### config.mk
export PLATFORM = sky130hd
export DESIGN_NAME = instr_mem_pipelined
export DESIGN_NICKNAME = d
export VERILOG_FILES = /design/src/rtl/imem_pkg.sv /design/src/rtl/imem_resp_pipe.sv /design/src/rtl/instr_mem_pipelined.sv
export SDC_FILE = /design/constraint.sdc
export NUM_CORES = 1
export LEC_CHECK = 0
export BUFFER_PORTS_ARGS = -buffer_cell sky130_fd_sc_hd__buf_2
export CAP_MARGIN = 15
export CORE_ASPECT_RATIO = 0.8
export CORE_MARGIN = 2
export CORE_UTILIZATION = 40
export DETAILED_ROUTE_END_ITERATION = 16
export PLACE_DENSITY_LB_ADDON = 0.25
export SKIP_LAST_GASP = 1
export SYNTH_ARGS = -nofsm -noshare
export SYNTH_HDL_FRONTEND = slang
export SYNTH_SLANG_ARGS = --single-unit
### constraint.sdc
create_clock -name clk -period 2.95 [get_ports clk]
set_clock_uncertainty 0.05 [all_clocks]
set_input_delay 0.1475 -clock clk [delete_from_list [all_inputs] [get_ports clk]]
set_output_delay 0.1475 -clock clk [all_outputs]
set_load 0.05 [all_outputs]
### src/rtl/imem_pkg.sv
// rtl/imem_pkg.sv - shared constants for the pipelined instruction memory
package imem_pkg;

    // Bounds on the response pipeline depth
    localparam int IMEM_LAT_MIN = 1;
    localparam int IMEM_LAT_MAX = 4;

    // Bit positions inside resp_err
    localparam int IMEM_ERR_MISALIGN = 0;
    localparam int IMEM_ERR_RANGE    = 1;
    localparam int IMEM_ERR_W        = 2;

    // Boot image written to words 0..IMEM_BOOT_LEN-1 after reset (preload builds only)
    localparam int IMEM_BOOT_LEN = 6;
    localparam logic [IMEM_BOOT_LEN-1:0][31:0] IMEM_BOOT_IMAGE = {
        32'h016C0000,
        32'h012A1800,
        32'h00E81000,
        32'h00A60000,
        32'h00640000,
        32'h00220000
    };

endpackage

### src/rtl/imem_resp_pipe.sv
// rtl/imem_resp_pipe.sv - valid-tagged shift pipeline with common stall and flush
//
// Ports:
//   clk, rst_n           clock, asynchronous active-low reset
//   advance              shift every stage by one when high, freeze all when low
//   flush                clear every stage valid at the next edge
//   in_valid, in_data    entry into stage 0
//   out_valid, out_data  last stage
module imem_resp_pipe #(
    parameter int LATENCY = 1,
    parameter int W       = 34
) (
    input  logic         clk,
    input  logic         rst_n,
    input  logic         advance,
    input  logic         flush,
    input  logic         in_valid,
    input  logic [W-1:0] in_data,
    output logic         out_valid,
    output logic [W-1:0] out_data
);

    logic [LATENCY-1:0] valid_q;
    logic [W-1:0]       data_q [LATENCY];

    always_ff @(posedge clk or negedge rst_n) begin
        if (!rst_n) begin
            valid_q <= '0;
            for (int i = 0; i < LATENCY; i++) begin
                data_q[i] <= '0;
            end
        end else begin
            // Flush only kills the tags; data stages may keep shifting harmlessly
            if (flush) begin
                valid_q <= '0;
            end else if (advance) begin
                valid_q[0] <= in_valid;
                for (int i = 1; i < LATENCY; i++) begin
                    valid_q[i] <= valid_q[i-1];
                end
            end
            if (advance) begin
                data_q[0] <= in_data;
                for (int i = 1; i < LATENCY; i++) begin
                    data_q[i] <= data_q[i-1];
                end
            end
        end
    end

    assign out_valid = valid_q[LATENCY-1];
    assign out_data  = data_q[LATENCY-1];

endmodule

### src/rtl/instr_mem_pipelined.sv
// rtl/instr_mem_pipelined.sv - pipelined instruction memory with load port and boot preload
//
// Ports:
//   clk, rst                              clock, asynchronous active-low reset
//   req_valid, req_ready, req_pc          fetch request (byte address)
//   resp_valid, resp_ready                fetch response handshake
//   resp_instr, resp_err                  instruction word and {range, misalign} flags
//   flush                                 drop everything in flight, block accept this cycle
//   load_en, load_addr, load_data         word write port for program download
//   boot_busy                             boot image being written
// Build option: IMEM_BOOT_PRELOAD_EN adds a BOOT state that writes the boot image after reset.
module instr_mem_pipelined
    import imem_pkg::*;
#(
    parameter int ADDR_W      = 32,
    parameter int DEPTH_WORDS = 48,
    parameter int LATENCY     = 1
) (
    input  logic                           clk,
    input  logic                           rst,
    input  logic                           req_valid,
    output logic                           req_ready,
    input  logic [ADDR_W-1:0]              req_pc,
    output logic                           resp_valid,
    input  logic                           resp_ready,
    output logic [31:0]                    resp_instr,
    output logic [1:0]                     resp_err,
    input  logic                           flush,
    input  logic                           load_en,
    input  logic [$clog2(DEPTH_WORDS)-1:0] load_addr,
    input  logic [31:0]                    load_data,
    output logic                           boot_busy
);

    localparam int AW = $clog2(DEPTH_WORDS);
    // Out-of-range depths are clamped rather than producing a broken pipe
    localparam int PIPE_LAT = (LATENCY < IMEM_LAT_MIN) ? IMEM_LAT_MIN :
                              (LATENCY > IMEM_LAT_MAX) ? IMEM_LAT_MAX : LATENCY;

    localparam logic [0:0] ST_BOOT = 1'b0;
    localparam logic [0:0] ST_RUN  = 1'b1;

    logic [0:0]             state;
    logic [2:0]             boot_cnt;
    logic [31:0]            mem [DEPTH_WORDS];
    logic                   advance;
    logic                   accept;
    logic                   load_in_range;
    logic [IMEM_ERR_W-1:0]  req_err;
    logic [31:0]            rd_word;
    logic [33:0]            pipe_out;

`ifdef IMEM_BOOT_PRELOAD_EN
    always_ff @(posedge clk or negedge rst) begin
        if (!rst) begin
            state    <= ST_BOOT;
            boot_cnt <= '0;
        end else if (state == ST_BOOT) begin
            if (boot_cnt == 3'(IMEM_BOOT_LEN - 1)) begin
                state <= ST_RUN;
            end else begin
                boot_cnt <= boot_cnt + 3'd1;
            end
        end
    end
`else
    assign state    = ST_RUN;
    assign boot_cnt = '0;
`endif

    assign boot_busy = (state == ST_BOOT);

    // A stalled response freezes the whole pipe, so nothing new may enter
    assign advance   = !(resp_valid && !resp_ready);
    assign req_ready = advance && !flush && (state == ST_RUN);
    assign accept    = req_valid && req_ready;

    assign load_in_range = (32'(load_addr) < DEPTH_WORDS);

    // Array has no reset so that contents survive a mid-operation reset
    always_ff @(posedge clk) begin
        if (state == ST_BOOT) begin
            if (32'(boot_cnt) < DEPTH_WORDS) begin
                mem[AW'(boot_cnt)] <= IMEM_BOOT_IMAGE[boot_cnt];
            end
        end else if (load_en && load_in_range) begin
            mem[load_addr] <= load_data;
        end
    end

    always_comb begin
        req_err                    = '0;
        req_err[IMEM_ERR_MISALIGN] = (req_pc[1:0] != 2'b00);
        req_err[IMEM_ERR_RANGE]    = (64'(req_pc >> 2) >= 64'(DEPTH_WORDS));
    end

    // Read happens in the accept cycle, before any same-cycle load lands
    assign rd_word = (req_err != '0) ? 32'h0 : mem[req_pc[AW+1:2]];

    imem_resp_pipe #(
        .LATENCY (PIPE_LAT),
        .W       (34)
    ) u_resp_pipe (
        .clk       (clk),
        .rst_n     (rst),
        .advance   (advance),
        .flush     (flush),
        .in_valid  (accept),
        .in_data   ({req_err, rd_word}),
        .out_valid (resp_valid),
        .out_data  (pipe_out)
    );

    assign resp_err   = pipe_out[33:32];
    assign resp_instr = pipe_out[31:0];

endmodule

# Yosys cells after proc, flatten, opt, wreduce, memory -nomap -nowiden
# Memories as Yosys holds them, arrays and structs flattened.
# Cells that the tools add are included.
# classes
n_lt_le_gt_ge	2
muxes	5
reduce_logical	9
n_eq_ne	1
# ops
op	count
$mux 32	1
$ge 30x6->1 const B	1
$lt 6x6->1 const B	1
$logic_and 1x1->1	4
$mux 1	4
$reduce_bool 2->1	2
$logic_not 1->1	3
$ne 2x2->1 const B	1
# totals
ramBits	1536
out_inout_bits	37
inputBits	76
mem_count	1
regBits	35
# mem_list
memory	depth	word_bits	rd	rd_ports_with_merged_regs	write_ports	line_no	rtl
mem	48	32	1	0	1	instr_mem_pipelined.sv:45	logic [31:0] mem [DEPTH_WORDS];

# Longest topological paths before layout
# Gate-level depths: netlist of run 1.
# depth
depth_word	7
ltp_mapped	10
ltp_nobuf	5

# Cells and area by module
# From an unflattened synthesis of run 1, not the netlist that was laid out.
# unflattened
cells_unflattened	2657
hier_area_um2	60639.4
# modules_own_cells
module	n_inst	cells_each	area_per_inst_um2
instr_mem_pipelined	1	2582	59186.8
imem_resp_pipe	1	75	1452.6

# Least setup slack after synthesis of run 1
# OpenSTA, ideal clock, no wires.
# synth_timing
path_type	input to register
start	in load_addr[4]
end	mem mem[33][0] (enable)
arrival_ns	2.378
setup_time_ns	0.425
slack_ns	0.097
path_buffers	1
path_stages	4
path_cell_list	clkbuf_1 a21boi_1 nand3_1 nor2b_1
# synth_between
elab_chain_cells	4
# synth_rtl
item	line_no	rtl
from (decl)	instr_mem_pipelined.sv:30	input logic [$clog2(DEPTH_WORDS)-1:0] load_addr,
$lt 6x6->1	instr_mem_pipelined.sv:78	assign load_in_range = (32'(load_addr) < DEPTH_WORDS);
$logic_and 1x1->1	instr_mem_pipelined.sv:86	end else if (load_en && load_in_range) begin
$mux 1	instr_mem_pipelined.sv:86	
$mux 1 (implied by the code)	instr_mem_pipelined.sv:87	mem[load_addr] <= load_data;
to (decl)	instr_mem_pipelined.sv:45	
# Parallel ways exist; a longest one is shown, timed or not.

# Worst setup path in the final report of run 1
# layout_timing
start	reg u_resp_pipe.valid_q (netlist: u_resp_pipe.out_valid)
end	reg u_resp_pipe.data_q, in the netlist u_resp_pipe.out_data[33]
# layout_between
elab_chain_cells	1
# layout_rtl
item	line_no	rtl
from (decl)	imem_resp_pipe.sv:23	logic [LATENCY-1:0] valid_q;
from (signal, indexed assignment)	imem_resp_pipe.sv:39	valid_q[i] <= valid_q[i-1];
$logic_and 1x1->1	instr_mem_pipelined.sv:74	assign advance = !(resp_valid && !resp_ready);
to (signal, indexed assignment)	imem_resp_pipe.sv:45	data_q[i] <= data_q[i-1];
to (decl)	imem_resp_pipe.sv:24	logic [W-1:0] data_q [LATENCY];
# No other way between the ends.
# A chain may end at the register's enable or synchronous reset.

==> run_results.csv, run 1 <==
group,metric,value,unit
timing,grt_setup_unrepaired,"no",
die,die_x,437,um
worst_setup_path,crit_top_cell,"dlygate4sd3_1",
grt,grt_start_max_net_pins,98,
clocking,post-cts-setup-buffer-count,0,
synthesis,synthMuxAreaShare,14.3,%
route,initialDrtViolationCount,3708,
power_and_ir_drop,cellInternalPower,37.0,mW
clocking,cts.path.max_buffers,3,
synthesis,yosys.area_share.simple,2.18,%
worst_setup_path,cp_cell_sequence,"nor2b_4, a211oi_1, buf_4, nand3_1, nor4_1, dlygate4sd3_1, a21oi_1, dlygate4sd3_1",
run,maxCapViolations,0,
timing,fin_tns_setup,0,ns
timing,period_share,95.9,%
synthesis,synth_nets,2876,
die,die_h,350,um
die,die_area,0.153,sq mm
timing,fmax,354,MHz
clocking,h-tree-depth,4,
synthesis,synth_top_family_by_area,"multiplexers",
worst_setup_path,cp.required,3.55,ns
power_and_ir_drop,p_comb_share,4.9,%
timing,hold_violations,0,
synthesis,synthAdderAreaFrac,0,%
die,io_pins,113,
final_layout,area_growth,17.0,%
worst_hold_path,hp-start,"load_data[31]",
synthesis,yosysSeqAreaShare,78.3,%
final_layout,ff_latch_area,0.0470,sq mm
final_layout,nets,3206,
die,rows,127,
worst_setup_path,worstSetupEndpoint,"u_resp_pipe.out_data[33]$_DFFE_PN0N_",
worst_hold_path,hp-class,"in -> reg",
worst_setup_path,crit_family,"buffers and inverters",
power_and_ir_drop,seq_power_share,52.7,%
synthesis,synth_xor_xnor_area_share,0,%
power_and_ir_drop,p_leak,22.4,nW
final_layout,fin_util,47.0,%
die,design.core.area,0.149,sq mm
timing,fin_crit,2.83,ns
worst_setup_path,regToRegSetupSlack,0.12,ns
grt,antenna_found_initial,21,
clocking,clock_sinks,1571,
worst_setup_path,arrival,3.43,ns
synthesis,yosysWarnings,0,
route,detail_route.wl_per_cell,32.1,um
clocking,clock_latency,0.79,ns
grt,first_global_vias,31000,
clocking,cts_resized,0,
grt,grt_pass1_wl,237000,um
worst_setup_path,r2r-start,"u_resp_pipe.out_valid$_DFFE_PN0P_",
grt,grtUsageTotal,22.1,%
final_layout,drive_gt1_share,28.5,%
worst_setup_path,cp_slowest_cell,"dlygate4sd3_1",
power_and_ir_drop,p_total,46.8,mW
worst_setup_path,slowest_delay,0.60,ns
route,vias,30900,
die,initial_core_util,40.2,%
synthesis,ys_top_cells_by_area,"edfxtp_1 (77%), mux4_2 (12%), mux2i_1 (1.6%), dfrtp_1 (1.5%), nand2_1 (0.93%)",
synthesis,synth_cell_type_count,45,
placed_design,numPortBuffers,111,
timing,relSlewSlack,20.8,%
final_layout,multi_input_area,0.0126,sq mm
route,drtPass1Iterations,5,
timing,setup_viol,0,
outcome,status,"finished clean",
worst_setup_path,worst_r2r_endpoint,"u_resp_pipe.out_data[33]$_DFFE_PN0N_",
worst_setup_path,crit_fanout,2,
power_and_ir_drop,clock_power_share,42.4,%
clocking,root_buffer,"clkbuf_16",
worst_setup_path,end_kind,"flip-flop",
synthesis,synth-compound-area-share,3.76,%
power_and_ir_drop,power_density,667,mW/mm^2
worst_setup_path,rr_worst_depth,8,
route,drc_errors,0,
synthesis,synth-seq-cells,1571,
synthesis,synth_area_leader_cell,"edfxtp_1",
worst_setup_path,worst-path-stages,8,
clocking,clkSlewWorstSetupHoldPaths,0.06,ns
final_layout,fill_cells,12300,
route,antenna_left,0,
timing,max_slew.worst_pin.slew,1.18,ns
worst_setup_path,start_kind,"flip-flop",
power_and_ir_drop,swShare,21.0,%
synthesis,netlist_instances,2800,
worst_setup_path,crit_buf_inv,3,
grt,grt.overflow.total,0,
synthesis,synth_area_per_cell,21.4,sq um
synthesis,synth_top_cell_area_share,76.9,%
synthesis,synthesis.area,0.0600,sq mm
power_and_ir_drop,p_sw,9.85,mW
timing,drv_slew,0,
worst_setup_path,startpoint,"u_resp_pipe.out_valid$_DFFE_PN0P_",
worst_setup_path,crit_type,"reg -> reg",
timing,hold_ws,0.0147,ns
placed_design,place.gp.congestion,0.807,
power_and_ir_drop,ir_worst_vdd,0.620,mV
clocking,tritoncts,"built",
route,vias_per_cell,5.87,
clocking,numCtsBuffers,156,
placed_design,dpl.hpwl,98300,um
route,wirelength,169000,um
-- power by group through the flow --
stage,Sequential [mW],Clock [mW],Combinational (mW)
after floorplan,25.1,0,1.12
after global placement,25.1,0,2.19
after detailed placement,25.1,0,2.24
after CTS,24.7,20.2,2.29
after global routing,24.7,21.0,2.43
final,24.7,19.9,2.29
-- stage by stage --
step	std cells	area (sq um)	setup WS [ns]
3_5_place_dp	4933	64700	0.292
3_3_place_gp	4933	64700	0.222
4_1_cts	5252	70200	0.205
6_report	5262	70200	0.122
2_1_floorplan	2800	60000	0.0972
5_1_grt	5256	70200	0.0258
-- what timing repair did --
item / CTS / global route
endpoints found under the setup margin: 0 / 0
endpoints found under the hold margin: 604 / 0
hold buffers: 38 / 0
-- sequential cells by signal (all words and copies together), names as in the netlist --
register	flops
mem	1536
u_resp_pipe.out_data	34
u_resp_pipe.out_valid	1
-- cell usage after synthesis --
master,instances
or2_1,2
o211ai_1,30
o41ai_1,1
nor2_1,62
buf_6,11
dfrtp_1,35
a221o_1,30
a211oi_1,12
or3_1,2
nand4_1,2
a21oi_1,93
or3b_2,2
edfxtp_1,1536
a221oi_1,31
or4b_1,1
mux4_2,324
a21boi_1,1
nand4b_1,3
o21ai_1,1
and2_0,8
nand3_1,10
nand2_1,149
nand2b_1,4
nand3b_1,5
nor4_1,4
buf_2,32
conb_1,1
buf_4,26
inv_1,4
mux2_2,31
buf_1,12
a31oi_1,30
a2111oi_0,1
and2_1,1
o31a_1,30
mux2i_1,95
a22oi_1,30
nor3b_1,1
and3_1,24
nor2_2,1
or4_1,4
clkbuf_1,78
inv_2,2
o22ai_1,32
nor2b_1,6
-- area by class of cell --
class / count / share of cell area, %
Clock buffer: 208 / 6.05
Multi-Input combinational cell: 1064 / 17.9
Sequential cell: 1571 / 67.0
Inverter: 6 / 0.0339
Timing Repair Buffer: 331 / 4.32
Tap cell: 1999 / 3.56
Antenna cell: 10 / 0.0356
Clock inverter: 73 / 1.15
-- worst min path at each step --
stage / to / slack, ns / depth (start not counted)
4_1_cts: mem[28][26]$_DFFE_PP_ / 0.003 / 1
6_report: mem[6][31]$_DFFE_PP_ / 0.01 / 1
5_1_grt: mem[13][8]$_DFFE_PP_ / 0.06 / 1
2_1_floorplan: u_resp_pipe.out_data[0]$_DFFE_PN0N_ / -0.20 / 0
3_5_place_dp: u_resp_pipe.out_valid$_DFFE_PN0P_ / 0.27 / 2
3_3_place_gp: u_resp_pipe.out_valid$_DFFE_PN0P_ / 0.26 / 2
-- cells by family (layout without fill, tap and decap cells) --
kind of cell / count (synthesis) / count (layout)
flip-flops: 1571 / 1571
multiplexers: 450 / 450
AO/OA/AOI/OAI: 322 / 322
AND/OR/NAND/NOR: 291 / 291
buffers and inverters: 165 / 618
other: 1 / 11
-- routing by layer --
layer,global-route usage (%),vias to the layer above,wire length [um]
met4,7.28,6,4600
met1,31.1,16700,69000
li1,-,12500,-
met3,5.98,234,17800
met2,33.5,1495,77200
met5,0,-,44
-- layout by cell type, fill, tap and decap left out, types with 12 or more instances in the layout --
master	synthesis	layout
clkinv_2	0	17
buf_4	26	126
clkinv_1	0	21
bufinv_16	0	16
dfrtp_1	35	35
o31a_1	30	30
nor2_4	0	49
clkbuf_1	78	43
clkbuf_16	0	161
mux4_2	324	324
buf_2	32	108
a221o_1	30	30
mux2i_1	95	95
and3_1	24	22
a31oi_1	30	30
nand2_1	149	149
o22ai_1	32	32
mux2_2	31	31
buf_12	0	56
a211oi_1	12	12
a22oi_1	30	30
edfxtp_1	1536	1536
a221oi_1	31	31
a21oi_1	93	93
dlygate4sd3_1	0	38
o211ai_1	30	30
Note: power is estimated with default switching activity, not from simulation.
==> run 2, diff against run 1 <==
- clock period: 2.95 -> 3.6 ns (I/O delays scaled with it)
==> run 2 against run 1 <==
Effect of this change: total power fell by 19%; clock power fell by 20%; via count fell by 0.15%; die area did not move; global-route usage fell by 0.068 points; setup slack improved by 0.75 ns; design area fell by 1.1%; largest power group unchanged; cell count fell by 0.74%; critical endpoint unchanged; fmax rose by 3.6%; first-iteration DRC count rose by 8.5%.
==> run_results.csv, run 2 (synthesized netlist as in run 1, its figures left out) <==
group,metric,value,unit
route,wirelength,169000,um
clocking,clock_sinks,1571,
worst_setup_path,rr_worst_depth,8,
route,antenna_left,0,
worst_setup_path,crit_top_cell,"dlygate4sd3_1",
worst_hold_path,hp-start,"load_data[27]",
die,design.core.area,0.149,sq mm
route,vias_per_cell,5.91,
clocking,tritoncts,"built",
route,initialDrtViolationCount,4022,
timing,relSlewSlack,10.9,%
power_and_ir_drop,ir_worst_vdd,0.375,mV
outcome,status,"finished clean",
timing,grt_setup_unrepaired,"no",
worst_setup_path,cp.required,4.21,ns
final_layout,area_growth,15.6,%
route,detail_route.wl_per_cell,32.3,um
worst_setup_path,crit_buf_inv,3,
worst_setup_path,regToRegSetupSlack,0.87,ns
worst_setup_path,crit_fanout,2,
timing,max_slew.worst_pin.slew,1.34,ns
grt,grt_start_max_net_pins,123,
worst_setup_path,r2r-start,"u_resp_pipe.out_valid$_DFFE_PN0P_",
grt,grt.overflow.total,0,
clocking,h-tree-depth,4,
placed_design,dpl.hpwl,100000,um
clocking,cts.path.max_buffers,3,
final_layout,final_common_cell,"edfxtp_1",
final_layout,top_register,"mem",
die,io_pins,113,
worst_setup_path,end_kind,"flip-flop",
final_layout,fill_cells,12300,
timing,fmax,366,MHz
placed_design,numPortBuffers,111,
die,rows,127,
worst_setup_path,crit_family,"buffers and inverters",
clocking,root_buffer,"clkbuf_16",
route,vias,30900,
route,drtPass1Iterations,7,
die,die_area,0.153,sq mm
final_layout,mostFrequentLayoutCells,"edfxtp_1 (1536), mux4_2 (324), clkbuf_16 (163)",
grt,first_global_vias,30700,
run,maxCapViolations,0,
clocking,cts_resized,0,
worst_setup_path,cp_slowest_cell,"dlygate4sd3_1",
timing,drv_slew,0,
final_layout,largest_reg_flops,1536,
power_and_ir_drop,p_leak,22.1,nW
worst_hold_path,hp-class,"in -> reg",
worst_setup_path,slowest_delay,0.59,ns
timing,hold_violations,0,
final_layout,drive_gt1_share,28.4,%
die,die_h,350,um
grt,grt_pass1_wl,236000,um
worst_setup_path,arrival,3.34,ns
clocking,clock_latency,0.80,ns
timing,fin_tns_setup,0,ns
power_and_ir_drop,p_total,38.1,mW
timing,fin_crit,2.73,ns
power_and_ir_drop,power_density,549,mW/mm^2
die,die_x,437,um
worst_setup_path,worst_r2r_endpoint,"u_resp_pipe.out_data[33]$_DFFE_PN0N_",
clocking,post-cts-setup-buffer-count,0,
clocking,cts_hold_buf,17,
placed_design,place.gp.congestion,0.853,
final_layout,nets,3167,
worst_setup_path,crit_type,"reg -> reg",
final_layout,fin_util,46.5,%
worst_setup_path,cp_cell_sequence,"nor2b_4, a211oi_1, buf_4, nand3_1, nor4_1, dlygate4sd3_1, a21oi_1, dlygate4sd3_1",
worst_hold_path,hold_end,"mem[0][27]$_DFFE_PP_",
clocking,numCtsBuffers,157,
worst_setup_path,start_kind,"flip-flop",
grt,grtUsageTotal,22.0,%
timing,period_share,75.8,%
clocking,clkSlewWorstSetupHoldPaths,0.06,ns
timing,setup_viol,0,
route,drc_errors,0,
grt,antenna_found_initial,28,
worst_hold_path,whs_path_depth,1,
die,initial_core_util,40.2,%
[run 2: cell types whose count changed in the layout (fill, tap and decap cells not counted), sizes merged]
cell and change:
buf -19, bufinv -5, clkbuf -2, clkinv +21, clkinvlp -1, diode -5, dlygate4sd3 -21, inv -7
[run 2: power breakdown]
group          internal [mW]  leakage, nW  switching (mW)
clock                   9.24         2.46            6.81
combinational          0.643         5.36            1.22
sequential              20.2         14.3          0.0242
total                   30.1         22.1            8.05
[run 2: how the worst max path moves through the flow]
stage / from / to / slack (ns) / depth (start not counted)
after global routing: u_resp_pipe.out_valid$_DFFE_PN0P_ / u_resp_pipe.out_data[33]$_DFFE_PN0N_ / 0.74 / 8
after global placement: req_pc[3] / u_resp_pipe.out_data[0]$_DFFE_PN0N_ / 0.52 / 5
after detailed placement: req_pc[3] / u_resp_pipe.out_data[0]$_DFFE_PN0N_ / 0.52 / 5
after CTS: u_resp_pipe.out_valid$_DFFE_PN0P_ / u_resp_pipe.out_data[33]$_DFFE_PN0N_ / 0.87 / 8
after floorplan: load_addr[4] / mem[33][0]$_DFFE_PP_ / 0.71 / 4
final: u_resp_pipe.out_valid$_DFFE_PN0P_ / u_resp_pipe.out_data[33]$_DFFE_PN0N_ / 0.87 / 8
[run 2: final cells by class]
class                   instances  area [sq um]  area share, %
clock inverters                81           717           1.03
repair buffers                291          2250           3.24
inverters                       6          23.8         0.0343
well taps                    1999          2500           3.60
clock buffers                 206          4320           6.23
flip-flops and latches       1571         47000           67.7
multi-input cells            1064         12600           18.1
diodes                          5          12.5         0.0180
[run 2: layer usage]
layer	wire length (um)	part of all wire (%)	global-route usage (%)
met1	70700	42	32.0
met2	77300	46	33.5
met3	16500	9.8	4.97
met4	4100	2.4	6.29
met5	34	0.020	0
[run 2: through the flow]
step           instance area, sq um  hold slack [ns]  std cells  setup slack, ns
2_1_floorplan                 60000           -0.166       2800            0.715
3_3_place_gp                  64200            0.163       4914            0.517
3_5_place_dp                  64200            0.178       4914            0.522
4_1_cts                       69400          0.00346       5218            0.873
5_1_grt                       69400           0.0711       5221            0.744
6_report                      69400           0.0342       5223            0.871
